## config.mk

```make
export PLATFORM = sky130hd
export DESIGN_NAME = program_loader
export DESIGN_NICKNAME = d
export VERILOG_FILES = /design/src/rtl/program_loader_pkg.sv /design/src/rtl/program_loader_timer.sv /design/src/rtl/program_loader.sv
export SDC_FILE = /design/constraint.sdc
export NUM_CORES = 1
export LEC_CHECK = 0
export BUFFER_PORTS_ARGS = -buffer_cell sky130_fd_sc_hd__buf_2
export CAP_MARGIN = 20
export CORE_MARGIN = 4
export CORE_UTILIZATION = 30
export DETAILED_ROUTE_END_ITERATION = 6
export HOLD_SLACK_MARGIN = 0.06
export PLACE_DENSITY_LB_ADDON = 0.12
export RECOVER_POWER = 25
export SYNTH_ARGS = -nofsm -noshare
export SYNTH_HDL_FRONTEND = slang
export SYNTH_SLANG_ARGS = --single-unit
```

## constraint.sdc

```tcl
create_clock -name clk -period 2.1 [get_ports clk]
set_input_delay 0.21 -clock clk [delete_from_list [all_inputs] [get_ports clk]]
set_output_delay 0.21 -clock clk [all_outputs]
set_load 0.01 [all_outputs]
```

## src/rtl/program_loader_pkg.sv

```systemverilog
// Shared definitions for the instruction-memory program loader: command codes,
// FSM state encoding and command-word field positions.
package program_loader_pkg;

    localparam int unsigned TMR_W   = 4;
    localparam int unsigned LEN_W   = 14;
    localparam int unsigned WCNT_W  = 16;
    localparam int unsigned HALF_W  = 16;
    localparam int unsigned CMD_MSB = 15;
    localparam int unsigned CMD_LSB = 14;

    typedef enum logic [1:0] {
        CMD_NOP     = 2'b00,
        CMD_SETADDR = 2'b01,
        CMD_DATA    = 2'b10,
        CMD_START   = 2'b11
    } cmd_e;

    typedef enum logic [2:0] {
        S_FMRST   = 3'd0,
        S_IDLE    = 3'd1,
        S_ADDR_HI = 3'd2,
        S_ADDR_LO = 3'd3,
        S_DATA    = 3'd4,
        S_RELEASE = 3'd5,
        S_RUN     = 3'd6
    } state_e;

    // States in which the loader takes words from the command stream.
    function automatic logic accepts_words(input state_e s);
        return (s == S_IDLE) || (s == S_ADDR_HI) || (s == S_ADDR_LO) || (s == S_DATA);
    endfunction

endpackage

```

## src/rtl/program_loader_timer.sv

```systemverilog
// Reloadable down-counter; done_o is registered and high while the count sits at zero.
module loader_cycle_timer #(
    parameter int unsigned W         = 4,
    parameter int unsigned RESET_VAL = 1
) (
    input  logic         clk,
    input  logic         reset,
    input  logic         load_i,
    input  logic [W-1:0] load_val_i,
    output logic         done_o
);

    logic [W-1:0] cnt_q, cnt_d;
    logic         done_q;

    always_comb begin
        cnt_d = cnt_q;
        if (load_i) begin
            cnt_d = load_val_i;
        end else if (cnt_q != '0) begin
            cnt_d = cnt_q - W'(1);
        end
    end

    always_ff @(posedge clk) begin
        if (reset) begin
            cnt_q  <= W'(RESET_VAL);
            done_q <= (RESET_VAL == 0);
        end else begin
            cnt_q  <= cnt_d;
            done_q <= (cnt_d == '0);
        end
    end

    assign done_o = done_q;

endmodule

```

## src/rtl/program_loader.sv

```systemverilog
// Boot-time initiator for the instruction-memory load port: decodes a valid/ready
// command stream into memory writes, then releases the processor from reset.
module program_loader
    import program_loader_pkg::*;
#(
    parameter int unsigned ADDR_W          = 32,
    parameter int unsigned DATA_W          = 16,
    parameter int unsigned FM_RST_CYCLES   = 2,
    parameter int unsigned PROC_RST_CYCLES = 4
) (
    input  logic              clk,
    input  logic              reset,
    input  logic [DATA_W-1:0] in_data,
    input  logic              in_valid,
    output logic              in_ready,
    output logic              rst_fm,
    output logic              write_enable_fm,
    output logic [ADDR_W-1:0] write_addr_fm,
    output logic [DATA_W-1:0] write_data_fm,
    output logic              proc_reset,
    output logic              done,
    output logic [WCNT_W-1:0] words_written,
    output logic              addr_wrap
);

    localparam logic [TMR_W-1:0] PROC_LOAD = TMR_W'(PROC_RST_CYCLES - 1);

    state_e              state_q, state_d;
    logic [ADDR_W-1:0]   addr_q, addr_d;
    logic [HALF_W-1:0]   hi_q, hi_d;
    logic [LEN_W-1:0]    cnt_q, cnt_d;
    logic [DATA_W-1:0]   data_q, data_d;
    logic [WCNT_W-1:0]   words_q, words_d;
    logic                we_q, we_d;
    logic                wrap_q, wrap_d;
    logic                in_ready_q, in_ready_d;
    logic                rst_fm_q, rst_fm_d;
    logic                proc_reset_q, proc_reset_d;
    logic                done_q, done_d;
    logic                xfer;
    cmd_e                cmd;
    logic [LEN_W-1:0]    len;
    logic                tmr_load;
    logic                tmr_done;

    // One timer covers both the memory-reset hold and the processor-reset hold.
    loader_cycle_timer #(
        .W         (TMR_W),
        .RESET_VAL (FM_RST_CYCLES - 1)
    ) u_timer (
        .clk        (clk),
        .reset      (reset),
        .load_i     (tmr_load),
        .load_val_i (PROC_LOAD),
        .done_o     (tmr_done)
    );

    assign xfer = in_valid && in_ready_q;
    assign cmd  = cmd_e'(in_data[CMD_MSB:CMD_LSB]);
    assign len  = in_data[LEN_W-1:0];

    always_comb begin
        state_d  = state_q;
        addr_d   = addr_q;
        hi_d     = hi_q;
        cnt_d    = cnt_q;
        data_d   = data_q;
        words_d  = words_q;
        wrap_d   = wrap_q;
        we_d     = 1'b0;
        tmr_load = 1'b0;

        // The address advances on the cycle after each strobe.
        if (we_q) begin
            addr_d = addr_q + ADDR_W'(1);
            if (&addr_q) begin
                wrap_d = 1'b1;
            end
        end

        case (state_q)
            S_FMRST: begin
                if (tmr_done) begin
                    state_d = S_IDLE;
                end
            end
            S_IDLE: begin
                if (xfer) begin
                    case (cmd)
                        CMD_SETADDR: state_d = S_ADDR_HI;
                        CMD_DATA: begin
                            if (len != '0) begin
                                cnt_d   = len;
                                state_d = S_DATA;
                            end
                        end
                        CMD_START: begin
                            tmr_load = 1'b1;
                            state_d  = S_RELEASE;
                        end
                        default: state_d = S_IDLE;
                    endcase
                end
            end
            S_ADDR_HI: begin
                if (xfer) begin
                    hi_d    = in_data[HALF_W-1:0];
                    state_d = S_ADDR_LO;
                end
            end
            S_ADDR_LO: begin
                if (xfer) begin
                    addr_d  = ADDR_W'({hi_q, in_data[HALF_W-1:0]});
                    state_d = S_IDLE;
                end
            end
            S_DATA: begin
                if (xfer) begin
                    we_d   = 1'b1;
                    data_d = in_data;
                    cnt_d  = cnt_q - LEN_W'(1);
                    if (words_q != '1) begin
                        words_d = words_q + WCNT_W'(1);
                    end
                    if (cnt_q == LEN_W'(1)) begin
                        state_d = S_IDLE;
                    end
                end
            end
            S_RELEASE: begin
                if (tmr_done) begin
                    state_d = S_RUN;
                end
            end
            S_RUN: state_d = S_RUN;
            default: state_d = S_FMRST;
        endcase

        in_ready_d   = accepts_words(state_d);
        rst_fm_d     = (state_d == S_FMRST);
        proc_reset_d = (state_d != S_RUN);
        done_d       = (state_d == S_RUN);
    end

    always_ff @(posedge clk) begin
        if (reset) begin
            state_q      <= S_FMRST;
            addr_q       <= '0;
            hi_q         <= '0;
            cnt_q        <= '0;
            data_q       <= '0;
            words_q      <= '0;
            we_q         <= 1'b0;
            wrap_q       <= 1'b0;
            in_ready_q   <= 1'b0;
            rst_fm_q     <= 1'b1;
            proc_reset_q <= 1'b1;
            done_q       <= 1'b0;
        end else begin
            state_q      <= state_d;
            addr_q       <= addr_d;
            hi_q         <= hi_d;
            cnt_q        <= cnt_d;
            data_q       <= data_d;
            words_q      <= words_d;
            we_q         <= we_d;
            wrap_q       <= wrap_d;
            in_ready_q   <= in_ready_d;
            rst_fm_q     <= rst_fm_d;
            proc_reset_q <= proc_reset_d;
            done_q       <= done_d;
        end
    end

    assign in_ready        = in_ready_q;
    assign rst_fm          = rst_fm_q;
    assign write_enable_fm = we_q;
    assign write_addr_fm   = addr_q;
    assign write_data_fm   = data_q;
    assign proc_reset      = proc_reset_q;
    assign done            = done_q;
    assign words_written   = words_q;
    assign addr_wrap       = wrap_q;

endmodule

```

After elaboration in Yosys (flattened, before gate mapping). Cells that the tools add are included.

Register bits after elaboration: 108. Input bits: 19. Word-level logic and storage cells: 80.

$add $sub $neg: 4. Equal/unequal tests: 21. Muxes and demuxes: 24. Bitwise gates (word level): 1. Reduce and logical (&&, ||, !) cells: 16.

Operator list (number): 2-to-1 mux 32 bit (3); 2-to-1 mux 14 bit (4); AND reduction 33 bit (1); adder 32 x 1 -> 32 bit (second input constant) (1); case mux 14 bit (2 select lines) (1); 2-to-1 mux 3 bit (8); case mux 3 bit (7 select lines) (1); adder 16 x 1 -> 16 bit (second input constant) (1); inequality test 16 bit (second input constant) (1); equality test 3 bit (second input constant) (5); equality test 14 x 1 -> 1 bit (second input constant) (1); nonzero test 14 bit (1); subtractor 14 x 1 -> 14 bit (second input constant) (1); equality test 3 x 2 -> 1 bit (second input constant) (4); case mux 3 bit (3 select lines) (1); 2-to-1 mux 4 bit (2); inequality test 2 bit (second input constant) (4); equality test 3 x 1 -> 1 bit (second input constant) (2); logical NOT 3 bit (2); AND reduction 5 bit (1); equality test 2 bit (second input constant) (2); logical NOT 4 bit (1); 2-to-1 mux 1 bit (4); AND reduction 2 bit (2); other kinds (10) (12).

Longest topological paths before layout. Gate-level depths: netlist of the first run.

Depth in word-level cells: 9. Gate-level depth with buffers: 7. Mapped depth without buffers: 7.

By module. Synthesis of the first run repeated with hierarchy kept, for this count alone.

Cell total of the unflattened synthesis: 656. Area, all modules: 5255.0 µm².

Modules (own cells, without submodules): program_loader (times used 1, cells each 628, area an instance 5007.3 µm², sequential area each 2062.0 µm²); loader_cycle_timer (times used 1, cells each 28, area an instance 247.7 µm², sequential area each 100.1 µm²).

Worst setup path after synthesis of the first run. No wires, ideal clock.

Path type: flip-flop to flip-flop. Start: register words_q[0], in the netlist words_written[0]. End: register words_q[1], in the netlist words_written[1]. Data arrival time: 1.841 ns. Data required time: 1.972 ns. Slack: 0.132 ns. Cell stages (with the launch flop): 8. Period minus slack after synthesis: 1.968 ns. Cell sequence: dfxtp_1 -> ha_1 -> inv_1 -> or4_1 -> clkbuf_1 -> o21ai_0 -> mux2i_1 -> nor2_1.

Cells in the longest elaborated chain, start to end: 2.

RTL lines: start, declared (line program_loader.sv:33) `logic [WCNT_W-1:0] words_q, words_d;`; start signal, assigned (line program_loader.sv:165) `words_q <= words_d;`; parallel branches: the longest is 2 deep, another holds adder 16 x 1 -> 16 bit.

Parallel ways; which one is timed is not known. A chain may end at the register's enable or synchronous reset.

Final worst setup path of the first run.
Start: register addr_q[15], in the netlist write_addr_fm[15]. End: register wrap_q, in the netlist addr_wrap.

Cells in the longest elaborated chain, start to end: 1.

RTL lines: start, declared (line program_loader.sv:29) `logic [ADDR_W-1:0] addr_q, addr_d;`; start signal, assigned (line program_loader.sv:161) `addr_q <= addr_d;`; AND reduction 33 bit (no source line); end signal, assigned (line program_loader.sv:167) `wrap_q <= wrap_d;`; end, declared (line program_loader.sv:35) `logic wrap_q, wrap_d;`.

Every way passes these cells.

==> run summary, run 1 <==
Diodes inserted - 0
total track usage - 0.164
startpoint types - register
initial antenna violation count - 0
Post-synth top flop - dfxtp_1
Die Footprint - 0.0194 sq mm
Num CTS Buffers - 9
# resized after CTS - 0
Setup violations, final - 0
WHS Path Cells - 3
Synth warnings - 0
HP Class - primary input to register
DR vias - 4,893
Max-cap violations - 0
Routability Congestion - 0.846
overall power - 4.27 mW
final routed DRC violation total - 0
Final period util - 0.938
Final TNS setup - 0 ns
Hold Fails Final Rpt - 0
setup bufs post-CTS - 0
core region area - 0.0168 sq mm
DR WL/cell - 16.7 um
Die H - 139 um
VDD IR max - 382 uV
critical path class - register to register
Crit-path slowest cell - or4_1
R2R Setup Slk - 0.13 ns
Synth async-reset ratio - 0
Clock Power Share - 0.383
multi-input logic area - 0.00290 sq mm
pre-CTS setup slack - 0.0331 ns
1st-pass router iterations - 4
final hold slack - 0.175 ns
Worst-Skew Late Latency - 0.35 ns
buffers added on ports - 88
Worst EP arrival - 2.26 ns
number of flops mapped to enable cells by yosys - 0
largest net degree at the start of global routing - 64
Syn Inst Count - 624
Post-Syn Area - 0.00518 sq mm
Die Width - 139 um
first-pass GRT wire length - 25,800 um
HP Start - in_data[5]
DRT Wirelength - 16,000 um
Slew headroom - 0.648
CTS tree - done
RSZ-0062 raised after global routing - true
max incr delay on CP - 0.52 ns
post-DP HPWL - 11,400 um
IO Pins - 89
Max Slew Vio Count - 0
CTS sink cnt - 108
share of cells above drive strength 1 - 0.185
met3 Resource Use GR - 0.0288
static leakage - 2.38 nW
reg2reg start - write_addr_fm[15]
met1 Usage GRT - 0.226
Crit. End Element - register
hold_buf cts - 0
worst clock skew - 0.00934 ns
post-synthesis sequential area ratio - 0.418
grt met2 use - 0.256
Net Sw Frac - 0.256
worst r2r dst - addr_wrap
clock buffer depth - 2
FP Rows - 47
Hold Path Sink - write_data_fm[5]
Final #Nets - 760
Yosys reg bits - 108
Worst R2R Path Depth - 7
PnR worst setup slack - 0.130 ns
worst-path cell chain - nand4_1 -> or4_1 -> buf_6 -> nor4_2 -> buf_4 -> a21oi_1 -> nor2_1
P&R area growth vs syn - 24.5%
worst-path fanout max - 14
DRT iter0 DRCs - 220
PwrDens - 663 mW/mm^2
register area - 0.00216 sq mm
antenna-violating nets left - 0
Synth cell types - 59
CTS root buf - clkbuf_16
fin crit period - 1.97 ns
Via-to-Cell Ratio - 5.10
internal power - 3.18 mW
global route hottest layer - met2
vias in the first global route - 4,801
Switch Pwr - 1.09 mW
worst slew pin tran - 0.528 ns
total gr overflow - 0
clk slew on worst S/H paths - 0.07 ns
Max Fclk - 508 MHz
fill cell count - 1,768
Avg Synthesized Cell Area - 8.30 sq um
status - finished, final reports clean
syn nets - 649
WP data required - 2.39 ns
register share of total power - 0.502
H-tree Lvls - 3
Gate power share - 0.115
Initial Utilization - 0.309
==> area by class of cell <==
| type | count | share of cell area |
|---|---|---|
| clock buffer | 12 | 0.0398 |
| timing repair buffer | 138 | 0.122 |
| sequential | 108 | 0.335 |
| inverter | 12 | 0.00699 |
| tap | 220 | 0.0427 |
| multi-input combinational | 466 | 0.450 |
| clock inverter | 3 | 0.00349 |
==> layout by cell type (no fill, tap or decap), drive strengths merged, types with 15 or more instances in the layout <==
master	n
a21oi	37
dfxtp	108
nand3	22
xor2	16
a211oi	34
xnor2	29
clkbuf	53
buf	97
nand2	64
o21ai	16
nor4	20
nor2	102
mux2i	19
nor3	15
==> power by group through the flow <==
stage	registers [mW]	logic, mW	clock network, mW
after detailed placement	2.19	0.492	0
final	2.14	0.489	1.64
after floorplan	2.19	0.312	0
after CTS	2.14	0.496	1.71
after global routing	2.15	0.541	1.77
after global placement	2.19	0.476	0
==> routing by layer <==
| layer | vias up | routed length [um] |
|---|---|---|
| met2 | 121 | 7300 |
| li1 | 2435 | - |
| met5 | - | 0 |
| met4 | 0 | 298 |
| met3 | 19 | 803 |
| met1 | 2318 | 7630 |
==> stage by stage <==
stage,util,instances,area [sq um]
floorplan,-,624,5180
global placement,0.366,944,6140
detailed placement,0.366,944,6140
CTS,0.383,959,6420
global route,0.385,959,6450
finish,0.385,959,6450
==> registers in the layout, indices dropped and copies added, names as in the netlist <==
name,flops
write_enable_fm,1
rst_fm,1
u_timer.done_o,1
write_addr_fm,32
cnt_q,14
hi_q,16
done,1
state_q,3
in_ready,1
proc_reset,1
write_data_fm,16
words_written,16
addr_wrap,1
u_timer.cnt_q,4
==> synth_stat cells, types with 3 or more instances <==
library cell | n | area, sq um
inv_1 | 12 | 45.0
a31o_2 | 3 | 26.3
nor3_1 | 15 | 75.1
nand3b_1 | 3 | 22.5
or3_1 | 3 | 18.8
o21a_1 | 3 | 22.5
nand4_1 | 13 | 81.3
ha_1 | 6 | 75.1
nand3_1 | 22 | 110
clkbuf_1 | 33 | 124
nand2_1 | 64 | 240
nor2b_1 | 3 | 18.8
dfxtp_1 | 108 | 2160
nor2_1 | 102 | 383
xnor2_1 | 29 | 254
nor4_1 | 16 | 100
o21ai_0 | 16 | 80.1
o22a_1 | 3 | 26.3
a31oi_1 | 5 | 31.3
and4_1 | 6 | 52.6
and2_1 | 3 | 18.8
xor2_1 | 16 | 140
buf_2 | 3 | 15.0
and3_1 | 4 | 25.0
mux2i_1 | 19 | 190
a211oi_1 | 34 | 255
a21oi_1 | 37 | 185
==> worst max-delay path by stage <==
stage                       from           endpoint  slack (ns)  depth (start not counted)
5_1_grt        write_addr_fm[15]  write_addr_fm[29]       0.001                          6
4_1_cts        write_addr_fm[15]  write_addr_fm[26]        0.05                          6
3_5_place_dp         in_data[13]           in_ready        0.03                          6
6_report       write_addr_fm[15]          addr_wrap        0.13                          7
3_3_place_gp         in_data[13]           in_ready        0.05                          6
2_1_floorplan   words_written[0]   words_written[1]        0.13                          7
==> logic make-up (layout without fill, tap and decap cells) <==
family | count (synthesis) | after routing | synth area share
XOR/XNOR | 45 | 45 | 0.0761
multiplexers | 21 | 21 | 0.0411
AND/OR/NAND/NOR | 272 | 272 | 0.256
adder cells (fa/ha/maj) | 6 | 6 | 0.0145
buffers and inverters | 50 | 165 | 0.0384
AO/OA/AOI/OAI | 122 | 122 | 0.156
flip-flops | 108 | 108 | 0.418
==> critical path, delay by kind of cell (launching register included) <==
family,cells,cell delay (ns)
and+or+nand+nor,4,1.11
buffers and inverters,2,0.36
DFF,1,0.39
AOI/OAI and AO/OA,1,0.05
Note: power is estimated with default switching activity, not from simulation.
==> inputs of run 2 (changes only) <==
--- a/config.mk
+++ b/config.mk
@@ -13,6 +13,7 @@
 export HOLD_SLACK_MARGIN = 0.06
 export PLACE_DENSITY_LB_ADDON = 0.12
 export RECOVER_POWER = 25
+export REMOVE_ABC_BUFFERS = 1
 export SYNTH_ARGS = -nofsm -noshare
 export SYNTH_HDL_FRONTEND = slang
 export SYNTH_SLANG_ARGS = --single-unit
==> run 2 against run 1 <==
Net effect:
- via count fell by 0.67%
- register-to-register slack barely moved
- combinational power fell by 1%
- critical endpoint is now words_written[1]
- final cell count fell by 0.21%
- clock skew fell by 0.0018 ns
- non-clock buffer count fell by 3
- critical path depth fell by 1
- highest routed layer unchanged
- sequential cell count did not move
==> run summary, run 2 (synthesis results as in run 1) <==
CTS sink cnt - 108 (unchanged)
WP data required - 2.32 ns (-0.07 ns)
DR WL/cell - 16.6 um (-0.97%)
hold_buf cts - 0 (unchanged)
Die H - 139 um (unchanged)
core region area - 0.0168 sq mm (unchanged)
DRT Wirelength - 15,800 um (-1.2%)
Die Width - 139 um (unchanged)
met2 WL - 7440 um (+1.9%)
Max Slew Vio Count - 0 (unchanged)
RSZ-0062 raised after global routing - false
Worst EP arrival - 2.18 ns (-0.08 ns)
most common cell after layout, fill and taps aside - dfxtp_1
IO Pins - 89 (unchanged)
H-tree Lvls - 3 (unchanged)
Layout Cells excl Fill - 957 (-0.21%)
placed cell count - 940 (-0.42%)
max reg flops - 32 (unchanged)
post-DP HPWL - 11,200 um (-1.2%)
Num CTS Buffers - 9 (unchanged)
PnR worst setup slack - 0.144 ns (+0.0132 ns)
Final #Nets - 757 (-0.39%)
1st-pass router iterations - 4 (unchanged)
initial antenna violation count - 0 (unchanged)
internal power - 3.36 mW (+5.9%)
vias in the first global route - 4,816 (+0.31%)
share of cells above drive strength 1 - 0.180 (-0.00492)
fin area - 0.00647 sq mm (+0.39%)
startpoint types - register
critical path class - register to register
fin crit period - 1.96 ns (-0.0132 ns)
worst clock skew - 0.00751 ns (-0.00183 ns)
pre-CTS setup slack - -0.146 ns (-0.179 ns)
buffers added on ports - 88 (unchanged)
Hold Fails Final Rpt - 0 (unchanged)
Net Sw Frac - 0.254 (-0.00230)
Crit. End Element - register
Placed Area - 0.00614 sq mm (about the same)
Routability Congestion - 0.783 (-7.3%)
FP Rows - 47 (unchanged)
Gate power share - 0.107 (-0.008)
largest net degree at the start of global routing - 64 (unchanged)
DRT iter0 DRCs - 261 (+19%)
VDD IR max - 445 uV (+16%)
R2R Setup Slk - 0.14 ns (about the same)
Max-cap violations - 0 (unchanged)
HP Class - primary input to register
Final period util - 0.932 (-0.00630)
first-pass GRT wire length - 26,000 um (+0.80%)
Via-to-Cell Ratio - 5.08 (-0.47%)
Max Fclk - 511 MHz (+0.68%)
WL met3 - 728 um (-9.3%)
CTS tree - done
status - finished, final reports clean
Setup violations, final - 0 (unchanged)
register share of total power - 0.476 (-0.026)
Switch Pwr - 1.14 mW (+4.6%)
DR vias - 4,860 (-0.67%)
clock buffer depth - 2 (unchanged)
Initial Utilization - 0.309 (unchanged)
Final TNS setup - 0 ns (unchanged)
Top Metal Used - met4
Worst-Skew Late Latency - 0.35 ns (about the same)
post-route met1 wirelength - 7520 um (-1.5%)
PwrDens - 697 mW/mm^2 (+5.1%)
Slew headroom - 0.593 (-0.0549)
commonest cells after routing, fill and taps aside - dfxtp_1, nor2_1, nand2_1
antenna-violating nets left - 0 (unchanged)
Diodes inserted - 0 (unchanged)
worst-path fanout max - 4 (-10)
total track usage - 0.164 (-0.000658)
fill cell count - 1,782 (+0.79%)
Die Footprint - 0.0194 sq mm (unchanged)
final routed DRC violation total - 0 (unchanged)
worst slew pin tran - 0.605 ns (+0.0768 ns)
CTS root buf - clkbuf_16
P&R area growth vs syn - 25.0%
static leakage - 2.35 nW (-1.0%)
clk slew on worst S/H paths - 0.08 ns (about the same)
total gr overflow - 0 (unchanged)
Clock Power Share - 0.417 (+0.034)
run 2: changes by cell type in the layout (fill, tap and decap cells not counted), moves of 2 or more:
cell / previous run / this run
buf_4: 49 / 44
nor4_2: 5 / 7
a211oi_2: 2 / 0
a211oi_1: 32 / 34
clkbuf_1: 42 / 44
clkbuf_8: 2 / 0
buf_12: 1 / 3
buf_2: 46 / 44
bufinv_16: 0 / 2
run 2: power by group through the flow:
stage                     Sequential [mW]  Combinational (mW)  Clock [mW]
after floorplan                      2.20               0.273           0
after global placement               2.19               0.475           0
after detailed placement             2.19               0.484           0
after CTS                            2.14               0.490        1.95
after global routing                 2.15               0.538        2.01
final                                2.14               0.484        1.88
run 2: metrics by stage:
| stage | utilization | hold WS, ns | total power, mW |
|---|---|---|---|
| global placement | 0.366 | 0.443 | 2.66 |
| CTS | 0.386 | 0.145 | 4.58 |
| global route | 0.386 | 0.167 | 4.70 |
| detailed placement | 0.366 | 0.448 | 2.67 |
| finish | 0.386 | 0.155 | 4.51 |
| floorplan | - | 0.279 | 2.47 |
run 2: per-layer routing:
metal / vias to the layer above / GRT usage
li1: 2431 / -
met1: 2312 / 0.222
met2: 106 / 0.266
met3: 11 / 0.0312
met4: 0 / 0.0458
met5: - / 0
run 2: cell type report:
| class | instances | area [sq um] | share of cell area |
|---|---|---|---|
| Clock buffer | 9 | 225 | 0.0348 |
| Clock inverter | 7 | 98.8 | 0.0153 |
| Sequential cell | 108 | 2160 | 0.334 |
| Inverter | 12 | 45.0 | 0.00696 |
| Tap cell | 220 | 275 | 0.0425 |
| Timing Repair Buffer | 135 | 776 | 0.120 |
| Multi-Input combinational cell | 466 | 2890 | 0.446 |
run 2: what timing repair did:
item                       4_1_cts  5_1_grt
setup buffers                    0        1
resized for setup                0       10
setup endpoints to repair        0       12
run 2: worst max-delay path: stages, from the launching register on:
cell and delay [ns]:
dfxtp_1 0.38, ha_1 0.19, inv_1 0.05, or4_1 0.59, o21ai_0 0.34, mux2i_1 0.23
nor2_1 0.05
run 2: path summary, 6_finish.rpt:
| path | to | depth (start not counted) | startpoint |
|---|---|---|---|
| min reg2reg | write_data_fm[12] | 2 | write_data_fm[12] |
| min | write_data_fm[2] | 3 | in_data[2] |
| max reg2reg | words_written[1] | 6 | words_written[1] |
| max | words_written[1] | 6 | words_written[1] |
==> inputs of run 3 (changes only) <==
==> constraint.sdc (replaced) <==
create_clock -name clk -period 1.94 [get_ports clk]
set_input_delay 0.194 -clock clk [delete_from_list [all_inputs] [get_ports clk]]
set_output_delay 0.194 -clock clk [all_outputs]
set_load 0.01 [all_outputs]
==> run 3 against run 2 <==
Net effect:
- core utilization increased by 3.3 points
- final cell count increased by 4.2%
- clock power increased by 6%
- largest power group unchanged
- hold slack improved by 0.029 ns
- sequential power increased by 8%
- design area increased by 8.5%
- worst setup slack got worse by 0.11 ns
- sequential share of layout area decreased by 2.4 points
- first-iteration DRC count increased by 35%
- largest cell class unchanged
- count of clock-buffer cells in the layout increased by 2
- non-clock buffer count increased by 41
- sequential cell count unchanged
==> run summary, run 3 (synthesis results as in run 1) <==
status - finished, final reports clean
largest net degree at the start of global routing - 86 (+34%)
Crit. End Element - register
final routed DRC violation total - 0 (unchanged)
Routability Congestion - 0.827 (+5.6%)
CTS tree - done
Diodes inserted - 0 (unchanged)
WP data required - 2.20 ns (-0.12 ns)
PnR worst setup slack - 0.0294 ns (-0.114 ns)
met3 Resource Use GR - 0.0336 (+0.00240)
HP Class - primary input to register
worst clock skew - 0.00944 ns (+0.00194 ns)
Hold Fails Final Rpt - 0 (unchanged)
Layout Cells excl Fill - 997 (+4.2%)
1st-pass router iterations - 5 (+1)
Initial Utilization - 0.309 (unchanged)
total gr overflow - 0 (unchanged)
P&R area growth vs syn - 35.7%
most common cell after layout, fill and taps aside - nor2_1
share of cells above drive strength 1 - 0.263 (+0.0821)
placed cell count - 971 (+3.3%)
FP Rows - 47 (unchanged)
IO Pins - 89 (unchanged)
H-tree Lvls - 3 (unchanged)
Worst EP arrival - 2.17 ns (about the same)
Final #Nets - 798 (+5.4%)
post-DP HPWL - 11,500 um (+2.5%)
DRT Wirelength - 16,300 um (+3.0%)
Slew headroom - 0.659 (+0.0664)
Die Width - 139 um (unchanged)
max reg flops - 32 (unchanged)
worst-path cell chain - nand4_1 -> or4_4 -> nor4_2 -> xnor2_1 -> a211oi_1
buffers added on ports - 88 (unchanged)
grt met2 use - 0.256 (-0.0104)
Max Slew Vio Count - 0 (unchanged)
fill cell count - 1,709 (-4.1%)
commonest cells after routing, fill and taps aside - nor2_1, dfxtp_1, buf_4
RSZ-0062 raised after global routing - true
total track usage - 0.163 (-0.00115)
initial antenna violation count - 0 (unchanged)
clock buffer depth - 2 (unchanged)
Max Fclk - 523 MHz (+2.4%)
vias in the first global route - 4,843 (+0.56%)
pre-CTS setup slack - -0.0437 ns (+0.102 ns)
max incr delay on CP - 0.57 ns (-0.02 ns)
Switch Pwr - 1.17 mW (+2.1%)
Crit-path slowest cell - or4_4
Via-to-Cell Ratio - 5.04 (-0.71%)
Final period util - 0.985 (+0.0532)
Num CTS Buffers - 9 (unchanged)
DR vias - 5,027 (+3.4%)
PwrDens - 690 mW/mm^2 (-0.96%)
critical path's top delay family - simple AND/OR/NAND/NOR gates
Worst-Skew Late Latency - 0.35 ns (about the same)
HP Start - in_data[15]
global route hottest layer - met2
CTS root buf - clkbuf_16
core region area - 0.0168 sq mm (unchanged)
worst slew pin tran - 0.507 ns (-0.0980 ns)
worst-path fanout max - 3 (-1)
Net Sw Frac - 0.241 (-0.0127)
static leakage - 2.73 nW (+16%)
Gate power share - 0.112 (+0.005)
startpoint types - register
fin crit period - 1.91 ns (-0.0459 ns)
CTS sink cnt - 108 (unchanged)
antenna-violating nets left - 0 (unchanged)
DR WL/cell - 16.4 um (-1.2%)
Clock Power Share - 0.410 (-0.007)
critical path class - register to register
DRT iter0 DRCs - 353 (+35%)
Buffers & Inverters on Critical Path - 0 (-1)
VDD IR max - 425 uV (-4.4%)
Max-cap violations - 0 (unchanged)
clk slew on worst S/H paths - 0.07 ns (about the same)
first-pass GRT wire length - 25,700 um (-1.1%)
Setup violations, final - 0 (unchanged)
worst setup path startpoint - write_addr_fm[15]
Die Footprint - 0.0194 sq mm (unchanged)
internal power - 3.68 mW (+9.3%)
Die H - 139 um (unchanged)
reg2reg start - write_addr_fm[15]
register share of total power - 0.478 (+0.002)
met1 Usage GRT - 0.222 (-0.000492)
run 3: worst paths after layout:
path | endpoint | slack [ns] | cells after the start
worst max-delay path | write_addr_fm[31] | 0.03 | 5
worst min-delay path | write_data_fm[15] | 0.18 | 3
worst max register to register | write_addr_fm[31] | 0.03 | 5
worst min register to register | write_data_fm[8] | 0.45 | 2
run 3: metrics by stage:
step / total power [mW] / TNS (ns) / utilization / cell area, sq um / hold WS (ns)
global route: 5.08 / -0.543 / 0.419 / 7020 / 0.186
finish: 4.84 / 0 / 0.419 / 7020 / 0.184
global placement: 2.89 / -0.0657 / 0.380 / 6370 / 0.444
CTS: 4.92 / 0 / 0.402 / 6730 / 0.163
floorplan: 2.68 / -52.94 / - / 5020 / 0.263
detailed placement: 2.91 / -0.178 / 0.380 / 6370 / 0.446
run 3: timing repair:
action                                  in CTS  in global routing
cloned                                       0                  2
gates resized for setup                      7                 52
pin swaps                                    1                 19
buffers inserted                             1                  8
hold buffers                                 0                  0
endpoints found under the setup margin       7                 23
run 3: worst reg2reg max path, stage by stage (launching register included):
cell and delay, ns:
dfxtp_2 0.33, nand4_1 0.14, or4_4 0.57, nor4_2 0.43, xnor2_1 0.11, a211oi_1 0.24
run 3: power by group through the flow:
| stage | Clock (mW) | Sequential [mW] | Combinational, mW |
|---|---|---|---|
| after CTS | 2.07 | 2.32 | 0.539 |
| after global placement | 0 | 2.37 | 0.528 |
| after floorplan | 0 | 2.38 | 0.296 |
| final | 1.99 | 2.32 | 0.541 |
| after global routing | 2.14 | 2.32 | 0.608 |
| after detailed placement | 0 | 2.37 | 0.538 |
run 3: layer usage:
metal	share of wire	wire length (um)
met3	0.042	679
met1	0.48	7840
met2	0.46	7490
met4	0.019	302
met5	0	0
run 3: final cells by class:
cell class	instances	area, sq um	area share
well taps	220	275	0.0392
clock buffers	11	243	0.0346
inverters	12	45.0	0.00641
multi-input cells	466	3060	0.436
repair buffers	176	1150	0.163
flip-flops and latches	108	2180	0.310
clock inverters	4	73.8	0.0105
